**config.mk**
```make
export PLATFORM = sky130hd
export DESIGN_NAME = instr_encoder
export DESIGN_NICKNAME = d
export VERILOG_FILES = /design/src/rtl/instr_encoder.sv
export SDC_FILE = /design/constraint.sdc
export NUM_CORES = 1
export LEC_CHECK = 0
export CORE_ASPECT_RATIO = 0.7
export CORE_MARGIN = 1
export CORE_UTILIZATION = 52
export CTS_CLUSTER_SIZE = 20
export DETAILED_ROUTE_END_ITERATION = 7
export HOLD_SLACK_MARGIN = 0.12
export PLACE_DENSITY_LB_ADDON = 0.05
export SKIP_CTS_REPAIR_TIMING = 1
export SYNTH_ARGS = -nofsm -noshare
export SYNTH_HDL_FRONTEND = slang
export SYNTH_SLANG_ARGS = --single-unit
```
**constraint.sdc**
```tcl
create_clock -name clk -period 3.7 [get_ports clk]
set_input_delay 0.74 -clock clk [delete_from_list [all_inputs] [get_ports clk]]
set_output_delay 0.74 -clock clk [all_outputs]
set_load 0.005 [all_outputs]
```
**src/rtl/instr_encoder.sv**
```systemverilog
// instr_encoder: two-stage RISC-V immediate scatter pipeline with write address.
// Define INSTR_ENC_RANGE_CHECK_EN to enable immediate range checking and err_cnt.
module instr_encoder #(
    parameter int ADDR_W = 10
) (
    input  logic              clk,
    input  logic              rst_n,
    input  logic              in_valid,
    output logic              in_ready,
    input  logic [31:0]       base_in,
    input  logic [31:0]       imm_in,
    input  logic [2:0]        imm_type_in,
    output logic              out_valid,
    input  logic              out_ready,
    output logic [31:0]       instr_out,
    output logic              err_out,
    output logic [ADDR_W-1:0] addr_out,
    output logic [7:0]        err_cnt
);
    logic              s1_full;
    logic [31:0]       s1_base;
    logic [31:0]       s1_imm;
    logic [2:0]        s1_type;
    logic              s1_err;
    logic              s2_full;
    logic              in_err;
    logic              s1_load;
    logic              s1_move;
    logic              s2_move;
    logic [31:0]       mask;
    logic [31:0]       field;
    logic [31:0]       word;
    logic [ADDR_W-1:0] addr_q;

    assign s2_move   = out_valid && out_ready;
    assign s1_move   = s1_full && (!s2_full || s2_move);
    assign in_ready  = rst_n && (!s1_full || s1_move);
    assign s1_load   = in_valid && in_ready;
    assign out_valid = rst_n && s2_full;
    assign addr_out  = addr_q;

`ifdef INSTR_ENC_RANGE_CHECK_EN
    logic       sx12;
    logic       sx13;
    logic       sx21;
    logic [7:0] cnt_q;

    // Sign-extension checks: upper bits must all equal the field's sign bit.
    always_comb begin
        sx12 = (&imm_in[31:11]) || !(|imm_in[31:11]);
        sx13 = (&imm_in[31:12]) || !(|imm_in[31:12]);
        sx21 = (&imm_in[31:20]) || !(|imm_in[31:20]);
        case (imm_type_in)
            3'b001, 3'b010,
            3'b110, 3'b111: in_err = !sx12;
            3'b011:         in_err = !sx13 || imm_in[0];
            3'b100:         in_err = |imm_in[11:0];
            3'b101:         in_err = !sx21 || imm_in[0];
            default:        in_err = 1'b0;
        endcase
    end

    always_ff @(posedge clk) begin
        if (!rst_n) begin
            cnt_q <= 8'd0;
        end else if (s2_move && err_out && cnt_q != 8'hFF) begin
            cnt_q <= cnt_q + 8'd1;
        end
    end

    assign err_cnt = cnt_q;
`else
    assign in_err  = 1'b0;
    assign err_cnt = 8'd0;
`endif

    always_comb begin
        mask  = 32'h0;
        field = 32'h0;
        case (s1_type)
            3'b001, 3'b110, 3'b111: begin
                mask  = 32'hFFF0_0000;
                field = {s1_imm[11:0], 20'b0};
            end
            3'b010: begin
                mask  = 32'hFE00_0F80;
                field = {s1_imm[11:5], 13'b0, s1_imm[4:0], 7'b0};
            end
            3'b011: begin
                mask  = 32'hFE00_0F80;
                field = {s1_imm[12], s1_imm[10:5], 13'b0,
                         s1_imm[4:1], s1_imm[11], 7'b0};
            end
            3'b100: begin
                mask  = 32'hFFFF_F000;
                field = {s1_imm[31:12], 12'b0};
            end
            3'b101: begin
                mask  = 32'hFFFF_F000;
                field = {s1_imm[20], s1_imm[10:1], s1_imm[11],
                         s1_imm[19:12], 12'b0};
            end
            default: begin
                mask  = 32'h0;
                field = 32'h0;
            end
        endcase
        word = (s1_base & ~mask) | (s1_err ? 32'h0 : field);
    end

    always_ff @(posedge clk) begin
        if (!rst_n) begin
            s1_full   <= 1'b0;
            s1_base   <= 32'h0;
            s1_imm    <= 32'h0;
            s1_type   <= 3'b0;
            s1_err    <= 1'b0;
            s2_full   <= 1'b0;
            instr_out <= 32'h0;
            err_out   <= 1'b0;
            addr_q    <= '0;
        end else begin
            if (s1_load) begin
                s1_full <= 1'b1;
                s1_base <= base_in;
                s1_imm  <= imm_in;
                s1_type <= imm_type_in;
                s1_err  <= in_err;
            end else if (s1_move) begin
                s1_full <= 1'b0;
            end
            if (s1_move) begin
                s2_full   <= 1'b1;
                instr_out <= word;
                err_out   <= s1_err;
            end else if (s2_move) begin
                s2_full <= 1'b0;
            end
            if (s2_move) begin
                addr_q <= addr_q + 1'b1;
            end
        end
    end
endmodule
```
Yosys cells after proc, flatten, opt, wreduce, memory -nomap -nowiden. Index checks and enable logic that the tools add are counted.

$add $sub $neg: 1. Eq/ne operators: 7. Muxes and demuxes: 6. Bitwise operators: 3. Reduce and logical (&&, ||, !) cells: 14.

Operators with widths (count): $pmux 32 s5 (1); $pmux 32 s3 (1); $and 32x32->32 (1); $not 32->32 (1); $or 32x32->32 (1); $eq 3x3->1 const B (4); $add 10x1->10 const B (1); $eq 3x2->1 const B (2); $logic_and 1x1->1 (5); $mux 1 (4); $reduce_bool 2->1 (2); $reduce_or 2->1 (2); $eq 3x1->1 const B (1); $reduce_or 3->1 (1); $logic_not 1->1 (2); $logic_or 1x1->1 (2).

Register bits after elaboration: 111. Bits of input ports: 71. Word-level logic and storage cells: 38.

Logic depth before layout (Yosys ltp).
Depth after elaboration: 8. Gate-level depth with buffers: 8. Depth with buffers taken out: 4.

Least setup slack after synthesis. No wires, ideal clock.

Path kind: input to output. From: input port rst_n. To: output port in_ready. Arrival time: 1.456 ns. Path slack: 1.504 ns. Stages on the path: 4. Path through: buf_2 > buf_2 > clkbuf_1 > and2_1.

Word-level cells in the longest chain between the ends: 6.

Ends and longest elaborated chain: start, declared (line 7) `input logic rst_n,`; $logic_and 1x1->1 (line 39) `assign out_valid = rst_n && s2_full;`; $logic_and 1x1->1 (line 35) `assign s2_move = out_valid && out_ready;`; $logic_or 1x1->1 (line 36) `assign s1_move = s1_full && (!s2_full || s2_move);`; $logic_and 1x1->1 (line 36); $logic_or 1x1->1 (line 37) `assign in_ready = rst_n && (!s1_full || s1_move);`; $logic_and 1x1->1 (*) (line 37); end, declared (line 9) `output logic in_ready,`.

Every way passes the cells marked *; elsewhere a longest branch is shown, timed or not.

Worst setup path in the final report.
From: input port out_ready. To: output port in_ready.

Word-level cells in the longest chain between the ends: 5.

Ends and longest elaborated chain: start, declared (line 14) `input logic out_ready,`; $logic_and 1x1->1 (line 35); $logic_or 1x1->1 (line 36); $logic_and 1x1->1 (line 36); $logic_or 1x1->1 (line 37); $logic_and 1x1->1 (line 37).

No other way between the ends.

==> impl_metrics.yaml <==
outcome:
  outcome: "completed"
synthesis:
  synth_top_cells_by_count: "182 x nand2_1, 111 x dfxtp_1, 63 x o21ai_0"
  yosysTopAreaCell: "dfxtp_1"
  synth-seq-cells: 111
  synth_top_area_share_pct: 48.35
  yosys-top-cells-area: "dfxtp_1 48%, nand2_1 15%, o21ai_0 6.9%"
  ys_async_sr_fraction_pct: 0
  synth_edf_count: 0
  synth.most_common_cell: "nand2_1"
  yosysSeqAreaShare_pct: 48.35
  ys_warn_count: 0
  synth_flop_cell: "dfxtp_1"
  netlist_instances: 552
  yosys.cell_types.count: 39
  avgSynthCellArea_um2: 8.325
  synth_area_mm2: 0.004596
timing:
  hold_viol: 0
  grt_setup_unrepaired: "false"
  tns_ns: 0
  slew_violations: 0
  setup_ws_ns: 0.7982
  clock_skew_ns: 0.007099
  fmax_mhz: 344.6
  period_share_pct: 78.43
  worstMarginPinSlew_ns: 1.119
  setup_violations: 0
  slew_headroom_pct: 25.12
  period_needed_ns: 2.902
floorplanning:
  coreArea_mm2: 0.008513
  die_x_um: 114.4
  die_h_um: 80.66
  start_util_pct: 53.98
  io_pins: 124
  dieArea_mm2: 0.009224
  rows: 28
power_and_ir_drop:
  switching_share_pct: 23.34
  power_density_mw_per_mm2: 430.2
  pwr-share-comb_pct: 12.4
  power_frac_seq_pct: 52.0
  power.internal_mw: 1.952
  power.switching_uw: 594.4
  vdd_ir_drop_max_mv: 0.2877
  pwr-share-clk_pct: 35.6
  leakagePower_nw: 2.351
critical_path:
  start_kind: "primary input"
  cp-end-kind: "output port"
  criticalPathCategory: "in2out"
  ff2ff_path_depth: 4
  required_ns: 2.96
  crit_path_end: "in_ready"
  worstPathArrival_ns: 2.16
  path_max_fanout: 8
  worstSetupStartpoint: "out_ready"
  r2r_slack_ns: 1.48
  r2r_end: "instr_out[12]"
  reg2reg_from: "s1_type[2]"
drt:
  wl_per_cell_um: 13.30
  drc: 0
  totalWireLength_mm: 10.08
  viasPerCell: 5.146
  drt_first_iter_violations: 349
  firstDrtPassIters: 4
  via_count: 3901
  antenna_left: 0
final_layout:
  drive_gt1_share_pct: 2.821
  finalNonFillerCells: 758
  area_growth_pct: 28.80
  antennaDiodeCount: 0
  multi_input_area_mm2: 0.002096
  ff_latch_area_mm2: 0.002222
  n_fill_cell: 713
  nets: 706
placed_design:
  place_inst: 743
  gp_congestion: 0.8038
  portBuffers: 114
  hpwlAfterDp_mm: 6.702
  preCtsSetupSlack_ns: 0.7883
cts:
  clk_path_buf_depth: 2
  cts_root_buf: "clkbuf_16"
  insertion_delay_ns: 0.34
  cts.sinks: 111
  numCtsBuffers: 9
  cts_tree: "built"
  htreeDepth: 3
  path_clk_slew_ns: 0.06
worst_hold_path:
  hp-class: "reg2reg"
global_routing:
  grt_use_total_pct: 22.74
  antenna_found_initial: 0
  grt_pass1_vias: 3523
  grt_pass1_wl_mm: 16.27
  grt_max_degree: 135
  grt-ovfl-total: 0
run:
  drv_cap: 0
==> final cells by class <==
type,instances,area share [%]
inverters,2,0.1268
well taps,120,2.536
repair buffers,116,19.70
clock buffers,15,4.692
flip-flops and latches,111,37.54
multi-input cells,394,35.40
==> stage by stage <==
| step | total power, mW | hold WS [ns] | cell area [um2] | util, % |
|---|---|---|---|---|
| 5_1_grt | 2.653 | 0.4646 | 5919 | 69.53 |
| 6_report | 2.547 | 0.4492 | 5919 | 69.53 |
| 4_1_cts | 2.565 | 0.4524 | 5919 | 69.53 |
| 2_1_floorplan | 1.519 | 0.4258 | 4626 | - |
| 3_5_place_dp | 1.665 | 0.4438 | 5642 | 66.27 |
| 3_3_place_gp | 1.656 | 0.4383 | 5642 | 66.27 |
==> layout by cell type (no fill, tap or decap), types with 3 or more instances in the layout <==
cell             synthesis  routed
nand2_1                182     182
clkdlybuf4s50_1          0     113
dfxtp_1                111     111
o21ai_0                 63      63
mux2i_1                 22      22
a21boi_0                16      16
o211a_1                 12      12
o21ai_1                 11      11
and2_1                   9       9
nand3_1                  9       9
conb_1                   1       9
clkbuf_16                0       9
a21oi_1                  8       8
o211ai_1                 7       7
xnor2_1                  5       5
a22o_1                   4       4
nor3b_1                  4       4
a221oi_1                 4       4
nand2b_1                 4       4
xor2_1                   3       3
nor2b_1                  3       3
clkbuf_8                 0       3
clkbuf_1                18       3
==> power by group through the flow <==
stage,clock network [mW],registers (mW),logic [mW]
finish,0.908,1.32,0.315
global route,0.970,1.33,0.350
CTS,0.924,1.32,0.318
detailed placement,0,1.35,0.315
global placement,0,1.35,0.309
floorplan,0,1.33,0.188
==> logic make-up (layout without fill, tap and decap cells) <==
kind of cell | count (synthesis) | count (layout) | synth area share (%)
other cells | 1 | 9 | 0.08160
fa+ha+maj | 1 | 1 | 0.2722
simple gates | 224 | 224 | 20.42
mux | 22 | 22 | 4.792
xor+xnor | 8 | 8 | 1.525
buf+inv | 55 | 133 | 6.806
flops | 111 | 111 | 48.35
compound gates | 130 | 130 | 17.75
==> layer usage <==
layer	vias to the layer above	wire length, um	GRT usage (%)
met5	-	0	0
met4	0	123	8.312
met3	12	481	5.660
met2	107	4601	36.55
met1	1789	4871	29.62
li1	1993	-	-
==> sequential cells by signal, indices dropped and copies added (netlist names) <==
register	count
instr_out	32
s1_imm	32
s1_base	32
s1_full	1
addr_out	10
s2_full	1
s1_type	3
==> worst min-delay path by stage <==
stage / startpoint / to / slack [ns] / depth (start not counted)
global route: s1_imm[29] / s1_imm[29] / 0.46 / 2
global placement: s1_imm[27] / s1_imm[27] / 0.44 / 2
finish: s1_imm[7] / s1_imm[7] / 0.45 / 2
floorplan: s1_base[31] / s1_base[31] / 0.43 / 2
detailed placement: s1_base[0] / s1_base[0] / 0.44 / 2
CTS: s1_imm[7] / s1_imm[7] / 0.45 / 2
==> critical path, stage by stage <==
cell             delay (ns)
clkdlybuf4s50_1        0.60
nand3b_1               0.19
and2_1                 0.13
clkdlybuf4s50_1        0.50
No activity file was read; power rests on OpenSTA's default activity.
